--- src/rtl/array_access_sched_pkg.sv ---
// Shared types and default geometry for the predictor-table access scheduler.
// The write-request struct is common to both requesters and the SRAM write bus.
package array_access_sched_pkg;

    localparam int TBL_DEPTH  = 512;
    localparam int TBL_ADDR_W = 9;
    localparam int TBL_DATA_W = 13;

    typedef enum logic {
        ST_INIT = 1'b0,
        ST_RUN  = 1'b1
    } state_e;

    typedef struct packed {
        logic                  valid;
        logic [TBL_ADDR_W-1:0] addr;
        logic [TBL_DATA_W-1:0] data;
    } wr_req_t;

endpackage

--- src/rtl/array_wr_arb.sv ---
// Fixed-priority write arbiter: init sweep overrides everything, then the
// training update beats allocation. Also keeps the allocation stall counter.
module array_wr_arb
    import array_access_sched_pkg::*;
#(
    parameter logic [TBL_DATA_W-1:0] INIT_VALUE = '0,
    parameter int                    CNT_W      = 16
) (
    input  logic                  clock,
    input  logic                  reset_n,
    input  logic                  run,
    input  logic [TBL_ADDR_W-1:0] init_ptr,
    input  wr_req_t               upd,
    input  wr_req_t               alc,
    output wr_req_t               mem_w,
    output logic                  upd_ready,
    output logic                  alc_ready,
    output logic [CNT_W-1:0]      alc_stall_cnt
);

    logic [CNT_W-1:0] stall_cnt_q;

    always_comb begin
        mem_w     = '0;
        upd_ready = 1'b0;
        alc_ready = 1'b0;
        if (!reset_n) begin
            mem_w = '0;
        end else if (!run) begin
            mem_w.valid = 1'b1;
            mem_w.addr  = init_ptr;
            mem_w.data  = INIT_VALUE;
        end else begin
            upd_ready = 1'b1;
            alc_ready = !upd.valid;
            if (upd.valid) begin
                mem_w = upd;
            end else if (alc.valid) begin
                mem_w = alc;
            end
        end
    end

    // Saturates rather than wraps so a long starvation stays visible.
    always_ff @(posedge clock) begin
        if (!reset_n) begin
            stall_cnt_q <= '0;
        end else if (run && upd.valid && alc.valid && (stall_cnt_q != '1)) begin
            stall_cnt_q <= stall_cnt_q + CNT_W'(1);
        end
    end

    assign alc_stall_cnt = stall_cnt_q;

endmodule

--- src/rtl/array_access_sched.sv ---
// Scheduler in front of a 1R1W predictor-table SRAM: init sweep, write
// arbitration, and a one-cycle read path with write-first forwarding.
//
//   state   | meaning
//   --------+----------------------------------------------------------
//   ST_INIT | sweeping every entry to INIT_VALUE, all requesters held off
//   ST_RUN  | normal operation, reads and arbitrated writes accepted
module array_access_sched
    import array_access_sched_pkg::*;
#(
    parameter int                DEPTH      = TBL_DEPTH,
    parameter int                ADDR_W     = TBL_ADDR_W,
    parameter int                DATA_W     = TBL_DATA_W,
    parameter logic [DATA_W-1:0] INIT_VALUE = '0,
    parameter int                CNT_W      = 16
) (
    input  logic              clock,
    input  logic              reset_n,
    input  logic              flush,
    output logic              init_done,
    input  logic              rd_valid,
    output logic              rd_ready,
    input  logic [ADDR_W-1:0] rd_addr,
    output logic              rd_resp_valid,
    output logic [DATA_W-1:0] rd_data,
    input  logic              upd_valid,
    output logic              upd_ready,
    input  logic [ADDR_W-1:0] upd_addr,
    input  logic [DATA_W-1:0] upd_data,
    input  logic              alc_valid,
    output logic              alc_ready,
    input  logic [ADDR_W-1:0] alc_addr,
    input  logic [DATA_W-1:0] alc_data,
    output logic [CNT_W-1:0]  alc_stall_cnt,
    output logic              mem_r_en,
    output logic [ADDR_W-1:0] mem_r_addr,
    input  logic [DATA_W-1:0] mem_r_data,
    output logic              mem_w_en,
    output logic [ADDR_W-1:0] mem_w_addr,
    output logic [DATA_W-1:0] mem_w_data
);

    state_e            state_q, state_d;
    logic [ADDR_W-1:0] init_ptr_q, init_ptr_d;
    logic              init_last;
    logic              run;
    logic              rd_acc;
    logic              resp_q;
    logic              fwd_q;
    logic [DATA_W-1:0] fwd_data_q;
    logic [DATA_W-1:0] hold_q;
    wr_req_t           upd_req, alc_req, mem_w;

    assign init_last = (init_ptr_q == ADDR_W'(DEPTH - 1));
    assign run       = (state_q == ST_RUN);

    always_comb begin
        state_d    = state_q;
        init_ptr_d = init_ptr_q;
        case (state_q)
            ST_INIT: begin
                if (init_last) begin
                    state_d    = ST_RUN;
                    init_ptr_d = '0;
                end else begin
                    init_ptr_d = init_ptr_q + ADDR_W'(1);
                end
            end
            ST_RUN: begin
                if (flush) begin
                    state_d    = ST_INIT;
                    init_ptr_d = '0;
                end
            end
            default: begin
                state_d    = ST_INIT;
                init_ptr_d = '0;
            end
        endcase
    end

    assign upd_req = '{valid: upd_valid, addr: upd_addr, data: upd_data};
    assign alc_req = '{valid: alc_valid, addr: alc_addr, data: alc_data};

    array_wr_arb #(
        .INIT_VALUE (INIT_VALUE),
        .CNT_W      (CNT_W)
    ) u_wr_arb (
        .clock         (clock),
        .reset_n       (reset_n),
        .run           (run),
        .init_ptr      (init_ptr_q),
        .upd           (upd_req),
        .alc           (alc_req),
        .mem_w         (mem_w),
        .upd_ready     (upd_ready),
        .alc_ready     (alc_ready),
        .alc_stall_cnt (alc_stall_cnt)
    );

    assign mem_w_en   = mem_w.valid;
    assign mem_w_addr = mem_w.addr;
    assign mem_w_data = mem_w.data;

    assign init_done  = run;
    assign rd_ready   = run && reset_n;
    assign rd_acc     = rd_valid && rd_ready;
    assign mem_r_en   = rd_acc;
    assign mem_r_addr = rd_addr;

    // Response data comes from the forward latch or the macro exactly once,
    // then is replayed from the hold register until the next response.
    always_comb begin
        rd_data = hold_q;
        if (resp_q) begin
            rd_data = fwd_q ? fwd_data_q : mem_r_data;
        end
    end

    assign rd_resp_valid = resp_q;

    always_ff @(posedge clock) begin
        if (!reset_n) begin
            state_q    <= ST_INIT;
            init_ptr_q <= '0;
            resp_q     <= 1'b0;
            fwd_q      <= 1'b0;
            fwd_data_q <= '0;
            hold_q     <= '0;
        end else begin
            state_q    <= state_d;
            init_ptr_q <= init_ptr_d;
            resp_q     <= rd_acc;
            fwd_q      <= rd_acc && mem_w.valid && (mem_w.addr == rd_addr);
            fwd_data_q <= mem_w.data;
            if (resp_q) begin
                hold_q <= rd_data;
            end
        end
    end

endmodule

--- config.mk ---
export PLATFORM = sky130hd
export DESIGN_NAME = array_access_sched
export DESIGN_NICKNAME = d
export VERILOG_FILES = /design/src/rtl/array_access_sched_pkg.sv /design/src/rtl/array_wr_arb.sv /design/src/rtl/array_access_sched.sv
export SDC_FILE = /design/constraint.sdc
export NUM_CORES = 1
export LEC_CHECK = 0
export BUFFER_PORTS_ARGS = -buffer_cell sky130_fd_sc_hd__clkbuf_2
export CORE_MARGIN = 2
export CORE_UTILIZATION = 42
export DETAILED_ROUTE_END_ITERATION = 10
export PLACE_DENSITY_LB_ADDON = 0.3
export SLEW_MARGIN = 0
export SYNTH_ARGS = -nofsm -noshare
export SYNTH_HDL_FRONTEND = slang
export SYNTH_HIERARCHICAL = 1
export SYNTH_SLANG_ARGS = --single-unit
--- constraint.sdc ---
create_clock -name clock -period 1.7 [get_ports clock]
set_input_delay 0.17 -clock clock [delete_from_list [all_inputs] [get_ports clock]]
set_output_delay 0.17 -clock clock [all_outputs]
set_load 0.03 [all_outputs]
==> summary.txt, run 1 <==
Clocking
  – CTS tree: done
  – Hold Buf Count CTS: 0
  – Deepest clock path buffer count: 2
  – Root buffer cell: clkbuf_8
  – CTS H-tree lvls: 2
  – Clock latency on the worst-skew pair: 0.30 ns
  – Total CTS buffers: 5
  – Num Clock Sinks: 54
  – Reg clk slew, reported paths: 0.09 ns

Global routing
  – Largest net degree at the start of global routing: 32
  – Vias in the first global route: 2831
  – Global-route wire length before repair: 13000 um
  – Initial antenna violation count: 0
  – GRT overflow: 0
  – Total Routing Usage GR: 21.0%

Status
  – Outcome: finished with violations
  – Failing checks: negative setup slack

Placement
  – Placement Cell Area: 0.00397 mm2
  – Placer congestion estimate: 0.876
  – Placed Cells: 571
  – I/O Buffers: 138
  – Final HPWL DP: 6220 um

Timing
  – Worst Max-Slew Pin Slew: 0.499 ns
  – Final setup viols: 1
  – RSZ-0062 raised after global routing: yes
  – Fin. max-slew vios: 0
  – Peak Freq: 588 MHz
  – Period minus WS final: 1.70 ns
  – Relative slew margins: 66.3%
  – Final hold vios: 0
  – Period Utilization, post-route: 100%
  – Clk_skew: 0.00316 ns
  – Final setup margin: -0.000393 ns
  – Total negative slack: -0.000393 ns

Job
  – Max Cap Violations: 0

Logic synthesis
  – Syn nets: 425
  – Sequential fraction of the synthesis area: 37.0%
  – Yosys reg bits: 54
  – YS warnings: 6
  – Syn Std Cell Area: 0.00292 mm2
  – Ys flop type: dfxtp_1
  – Synth unique cells: 44
  – Syn avg cell area: 8.35 um2
  – Post-Syn Instances: 350
  – Post-synth ARST share: 0%
  – Post-synth EDFFs: 0

Cells and area
  – Most common cell after layout, fill and taps aside: clkbuf_2
  – Nets: 575
  – Most frequent cells in the layout: clkbuf_2, dfxtp_1, nor2_1
  – Layout cells sized above 1: 43.5%
  – Ant diodes: 0
  – Seq. cell area: 0.00109 mm2
  – Synthesis-to-finish area growth: 42.4%
  – Non-Filler Instances: 581
  – Final core occ: 61.6%
  – Area taken by multi-input logic gates: 0.00186 mm2
  – Final instance area: 0.00416 mm2
  – Fill count: 613

Detailed routing
  – DR vias: 3060
  – # DRC: 0
  – ANT nets after route: 0
  – DR pass1 iterations: 4
  – Initial drt markers: 110
  – Detailed-route vias per instance: 5.27
  – DR WL/cell: 14.0 um
  – Final WL: 8110 um

Power and ir drop
  – Power Total: 0.00244 W
  – Largest vdd supply drop: 0.417 mV
  – Clock power share: 34.4%
  – Pwr Density: 587 mW/mm2
  – Combinational power share: 13.4%
  – Leakage: 1.80 nW
  – Internal power: 0.00186 W
  – Switching Share: 24.0%
  – Switching power: 0.000587 W
  – Sequential power share: 52.2%

Setup path
  – Startpoint Class: flip-flop
  – CP max stage delay: 0.41 ns
  – Critical path class: reg -> reg
  – CP max-delay cell: or4_4
  – Crit path cell chain: ha_4, nand3_2, nor2_2, ha_2, or2_4, or4_4, a31oi_1
  – Max Fanout on Critical Path: 5
  – CP arrival: 1.93 ns
  – CP endpoint kind: flip-flop
  – Critical Path RT: 1.92 ns

Floorplanning
  – Ports: 139
  – Number of core rows: 30
  – Core region area: 0.00676 mm2
  – Starting Density: 43.3%
  – Die area: 0.00764 mm2
  – Width of the die: 87.4 um
  – Die H: 87.4 um

Min path
  – Hold Crit Class: in -> reg
-- per-layer routing --
layer	global-route usage (%)	part of all wire, %
met1	27.5	45
met2	36.2	47
met3	3.70	6.5
met4	4.62	1.0
met5	0	0
-- worst paths after layout --
kind                              from                   endpoint  slack, ns  depth (start not counted)
max                      init_ptr_q[0]              init_ptr_q[7]    -0.0004                          7
max reg2reg              init_ptr_q[0]              init_ptr_q[7]    -0.0004                          7
min reg2reg  u_wr_arb/alc_stall_cnt[1]  u_wr_arb/alc_stall_cnt[1]       0.50                          2
min                              flush                  init_done        0.1                          2
-- what timing repair did --
action | CTS | global route
endpoints found under the setup margin | 16 | 21
pin swaps | 2 | 7
buffers inserted | 1 | 1
gates resized for setup | 4 | 30
-- area by class of cell --
| class | count | share of cell area (%) |
|---|---|---|
| Inverter | 4 | 0.361 |
| Timing Repair Buffer | 172 | 23.6 |
| Multi-Input combinational cell | 263 | 44.8 |
| Clock inverter | 2 | 0.902 |
| Tap cell | 80 | 2.41 |
| Sequential cell | 54 | 26.2 |
| Clock buffer | 6 | 1.74 |
-- synthesized netlist by cell type, drive strengths merged (3+ instances only) --
cell type / count / area share, %
dfxtp: 54 / 37
and3: 5 / 1.1
xnor2: 9 / 2.7
and4: 4 / 1.2
buf: 16 / 3.5
or4: 6 / 1.5
a211oi: 10 / 2.6
nand3: 10 / 2.2
nor4: 3 / 1.2
a21oi: 30 / 5.1
nand2: 16 / 2.1
a22oi: 22 / 5.7
nand4: 7 / 1.9
clkbuf: 13 / 1.7
o21ai: 7 / 1.2
mux2i: 19 / 6.5
and2: 28 / 6.0
nor3: 8 / 1.5
nor2: 48 / 6.2
nor2b: 3 / 0.64
ha: 3 / 1.3
nand2b: 5 / 1.1
-- power by group through the flow --
stage / Combinational, W / Clock [W] / Sequential (W)
2_1_floorplan: 0.000180 / 0 / 0.00131
3_5_place_dp: 0.000325 / 0 / 0.00130
6_report: 0.000328 / 0.000841 / 0.00127
3_3_place_gp: 0.000321 / 0 / 0.00130
5_1_grt: 0.000359 / 0.000914 / 0.00128
4_1_cts: 0.000328 / 0.000870 / 0.00127
-- worst max-delay path: cells and delay by family (launching register included) --
family                   cells  cell delay (ns)
AO/OA/AOI/OAI                1             0.16
adder cells (fa/ha/maj)      2             0.35
flip-flops                   1             0.34
AND/OR/NAND/NOR              4             0.79
-- registers in the layout, summed over array words and instances, names as in the netlist --
register,cells
u_wr_arb/alc_stall_cnt,16
fwd_data_q,13
hold_q,13
init_ptr_q,9
fwd_q,1
init_done,1
rd_resp_valid,1
-- cells by family after synthesis --
| kind of cell | Yosys count | synth area share [%] |
|---|---|---|
| AO/OA/AOI/OAI | 80 | 17.6 |
| XOR/XNOR | 9 | 2.70 |
| adder cells (fa/ha/maj) | 3 | 1.28 |
| buffers and inverters | 33 | 5.69 |
| flip-flops | 54 | 37.0 |
| multiplexers | 19 | 6.51 |
| AND/OR/NAND/NOR | 152 | 29.2 |
-- stage by stage --
step / worst slack (ns) / hold WS [ns]
final: -0.000393 / 0.0995
after global routing: -0.0521 / 0.110
after CTS: 0.00705 / 0.0941
after detailed placement: -0.0885 / 0.420
after global placement: 0.00654 / 0.415
after floorplan: -0.128 / 0.266
Note: power is estimated with default switching activity, not from simulation.
==> inputs of run 2 (changes only) <==
--- a/config.mk
+++ b/config.mk
@@ -6,6 +6,7 @@
 export NUM_CORES = 1
 export LEC_CHECK = 0
 export BUFFER_PORTS_ARGS = -buffer_cell sky130_fd_sc_hd__clkbuf_2
+export CORE_ASPECT_RATIO = 0.8
 export CORE_MARGIN = 2
 export CORE_UTILIZATION = 42
 export DETAILED_ROUTE_END_ITERATION = 10
==> run 2 against run 1 <==
The run now ends clean. Largest power group unchanged. Clock power decreased by 1%. Power about the same. Global-route usage increased by 0.22 points. Sequential power about the same. First-iteration DRC count decreased by 10%. Highest routed layer unchanged. Clock-buffer cell count decreased by 1. Clock skew increased by 0.0044 ns. Register-to-register slack improved by 0.04 ns.
==> summary.txt, run 2 (same netlist as run 1, synthesis figures left out) <==
Status
  – Outcome: finished, final reports clean

Cells and area
  – Nets: 588
  – Seq. cell area: 0.00109 mm2
  – Synthesis-to-finish area growth: 46.6%
  – Number of flip-flops in the largest register: 16
  – Area taken by multi-input logic gates: 0.00187 mm2
  – Non-Filler Instances: 600
  – Most frequent cells in the layout: clkbuf_2, dfxtp_1, nor2_1
  – Final instance area: 0.00428 mm2
  – Ant diodes: 0
  – Layout cells sized above 1: 45.4%
  – Most common cell after layout, fill and taps aside: clkbuf_2
  – Fill count: 608

Setup path
  – Critical path's most frequent cell: buf_4
  – CP endpoint kind: flip-flop
  – Worst flop-to-flop path startpoint: u_wr_arb/alc_stall_cnt[0]
  – Max Fanout on Critical Path: 5
  – RR Endpoint: u_wr_arb/alc_stall_cnt[0]
  – Critical Path RT: 1.88 ns
  – Critical path class: reg -> reg
  – CP max-delay cell: nor4_2
  – CP max stage delay: 0.35 ns
  – Worst R2R Setup Slack: 0.03 ns
  – CP arrival: 1.84 ns
  – Startpoint Class: flip-flop
  – Crit path cell chain: ha_1, buf_4, nand4_1, nor4_2, buf_4, nor2_1, mux2i_1
  – Cells on worst reg2reg path: 7

Timing
  – Final setup margin: 0.0349 ns
  – Final hold vios: 0
  – Final setup viols: 0
  – Period minus WS final: 1.67 ns
  – RSZ-0062 raised after global routing: yes
  – Period Utilization, post-route: 97.9%
  – Hold WS: 0.110 ns
  – Worst Max-Slew Pin Slew: 0.412 ns
  – Clk_skew: 0.00755 ns
  – Fin. max-slew vios: 0
  – Relative slew margins: 72.2%
  – Peak Freq: 601 MHz

Floorplanning
  – Die area: 0.00765 mm2
  – Starting Density: 42.8%
  – Number of core rows: 27
  – Die H: 78.6 um
  – Core region area: 0.00682 mm2
  – Width of the die: 97.3 um
  – Ports: 139

Power and ir drop
  – Pwr Density: 571 mW/mm2
  – Power Total: 0.00245 W
  – Largest vdd supply drop: 0.445 mV
  – Leakage: 1.87 nW

Clocking
  – Total CTS buffers: 5
  – CTS H-tree lvls: 2
  – Deepest clock path buffer count: 2
  – CTS tree: done
  – Clock latency on the worst-skew pair: 0.30 ns
  – Hold Buf Count CTS: 0
  – Reg clk slew, reported paths: 0.09 ns
  – Root buffer cell: clkbuf_8
  – Num Clock Sinks: 54

Global routing
  – Total Routing Usage GR: 21.3%
  – Vias in the first global route: 2873
  – GRT overflow: 0
  – Largest net degree at the start of global routing: 44
  – Global-route wire length before repair: 13600 um
  – Initial antenna violation count: 0

Placement
  – Placer congestion estimate: 0.906
  – Placement Cell Area: 0.00405 mm2
  – Placed Cells: 587
  – I/O Buffers: 138
  – Final HPWL DP: 6310 um
  – Pre-CTS worst setup slack: -0.0498 ns

Detailed routing
  – DR pass1 iterations: 4
  – DR WL/cell: 14.2 um
  – Initial drt markers: 99
  – Detailed-route vias per instance: 5.23
  – Final WL: 8510 um
  – # DRC: 0
  – DR vias: 3135
  – ANT nets after route: 0

Min path
  – Hold path depth: 2
  – Hold Crit Class: in -> reg
  – Hold endpoint: init_done
  – Hold_sp: flush

Job
  – Max Cap Violations: 0
==> run 2: changes by cell type in the layout (fill, tap and decap cells not counted), moves of 2 or more <==
cell,before,now
clkbuf_2,127,131
clkbuf_4,2,0
buf_6,3,6
buf_2,6,3
buf_4,33,44
==> run 2: worst max-delay path by stage <==
stage,start,endpoint,slack (ns),cells past startpoint
5_1_grt,u_wr_arb/alc_stall_cnt[0],u_wr_arb/alc_stall_cnt[3],-0.07,7
3_5_place_dp,alc_valid,fwd_q,-0.05,7
3_3_place_gp,init_ptr_q[1],init_ptr_q[7],0.05,7
6_report,u_wr_arb/alc_stall_cnt[0],u_wr_arb/alc_stall_cnt[0],0.03,7
2_1_floorplan,reset_n,fwd_q,-0.13,6
4_1_cts,init_ptr_q[1],init_ptr_q[7],0.004,7
==> run 2: layout make-up <==
cell class                 count  share of cell area [%]
clock inverter                 2                   0.905
inverter                       4                   0.350
tap                           87                    2.54
sequential                    54                    25.4
multi-input combinational    263                    43.8
timing repair buffer         185                    25.4
clock buffer                   5                    1.61
==> run 2: routing by layer <==
layer | up-vias | track usage [%] | share of wire [%]
met4 | 0 | 3.61 | 0.81
met3 | 6 | 4.19 | 6.5
met2 | 117 | 35.3 | 47
li1 | 1581 | - | -
met5 | - | 0 | 0
met1 | 1431 | 29.3 | 45
==> run 2: timing repair <==
action | CTS | global route
setup buffers | 1 | 5
setup endpoints to repair | 25 | 37
gates resized for setup | 3 | 34
pin swaps | 1 | 6
==> run 2: critical path: cells and delay by family (launching register included) <==
family	cells	cell delay, ns
and+or+nand+nor	3	0.60
DFF	1	0.34
buffers and inverters	2	0.31
adders and majority gates	1	0.19
muxes	1	0.12
==> run 2: through the flow <==
| stage | util [%] | TNS [ns] |
|---|---|---|
| floorplan | - | -0.128 |
| global placement | 59.3 | 0 |
| detailed placement | 59.3 | -0.0592 |
| CTS | 61.1 | 0 |
| global route | 62.8 | -0.353 |
| finish | 62.8 | 0 |
==> run 2: power breakdown <==
group | switching, W | leakage (nW) | internal [W] | total (W)
clock network | 0.000399 | 0.0542 | 0.000434 | 0.000833
registers | 0.00000600 | 0.438 | 0.00127 | 0.00128
logic | 0.000185 | 1.38 | 0.000152 | 0.000337
total | 0.000590 | 1.87 | 0.00185 | 0.00245
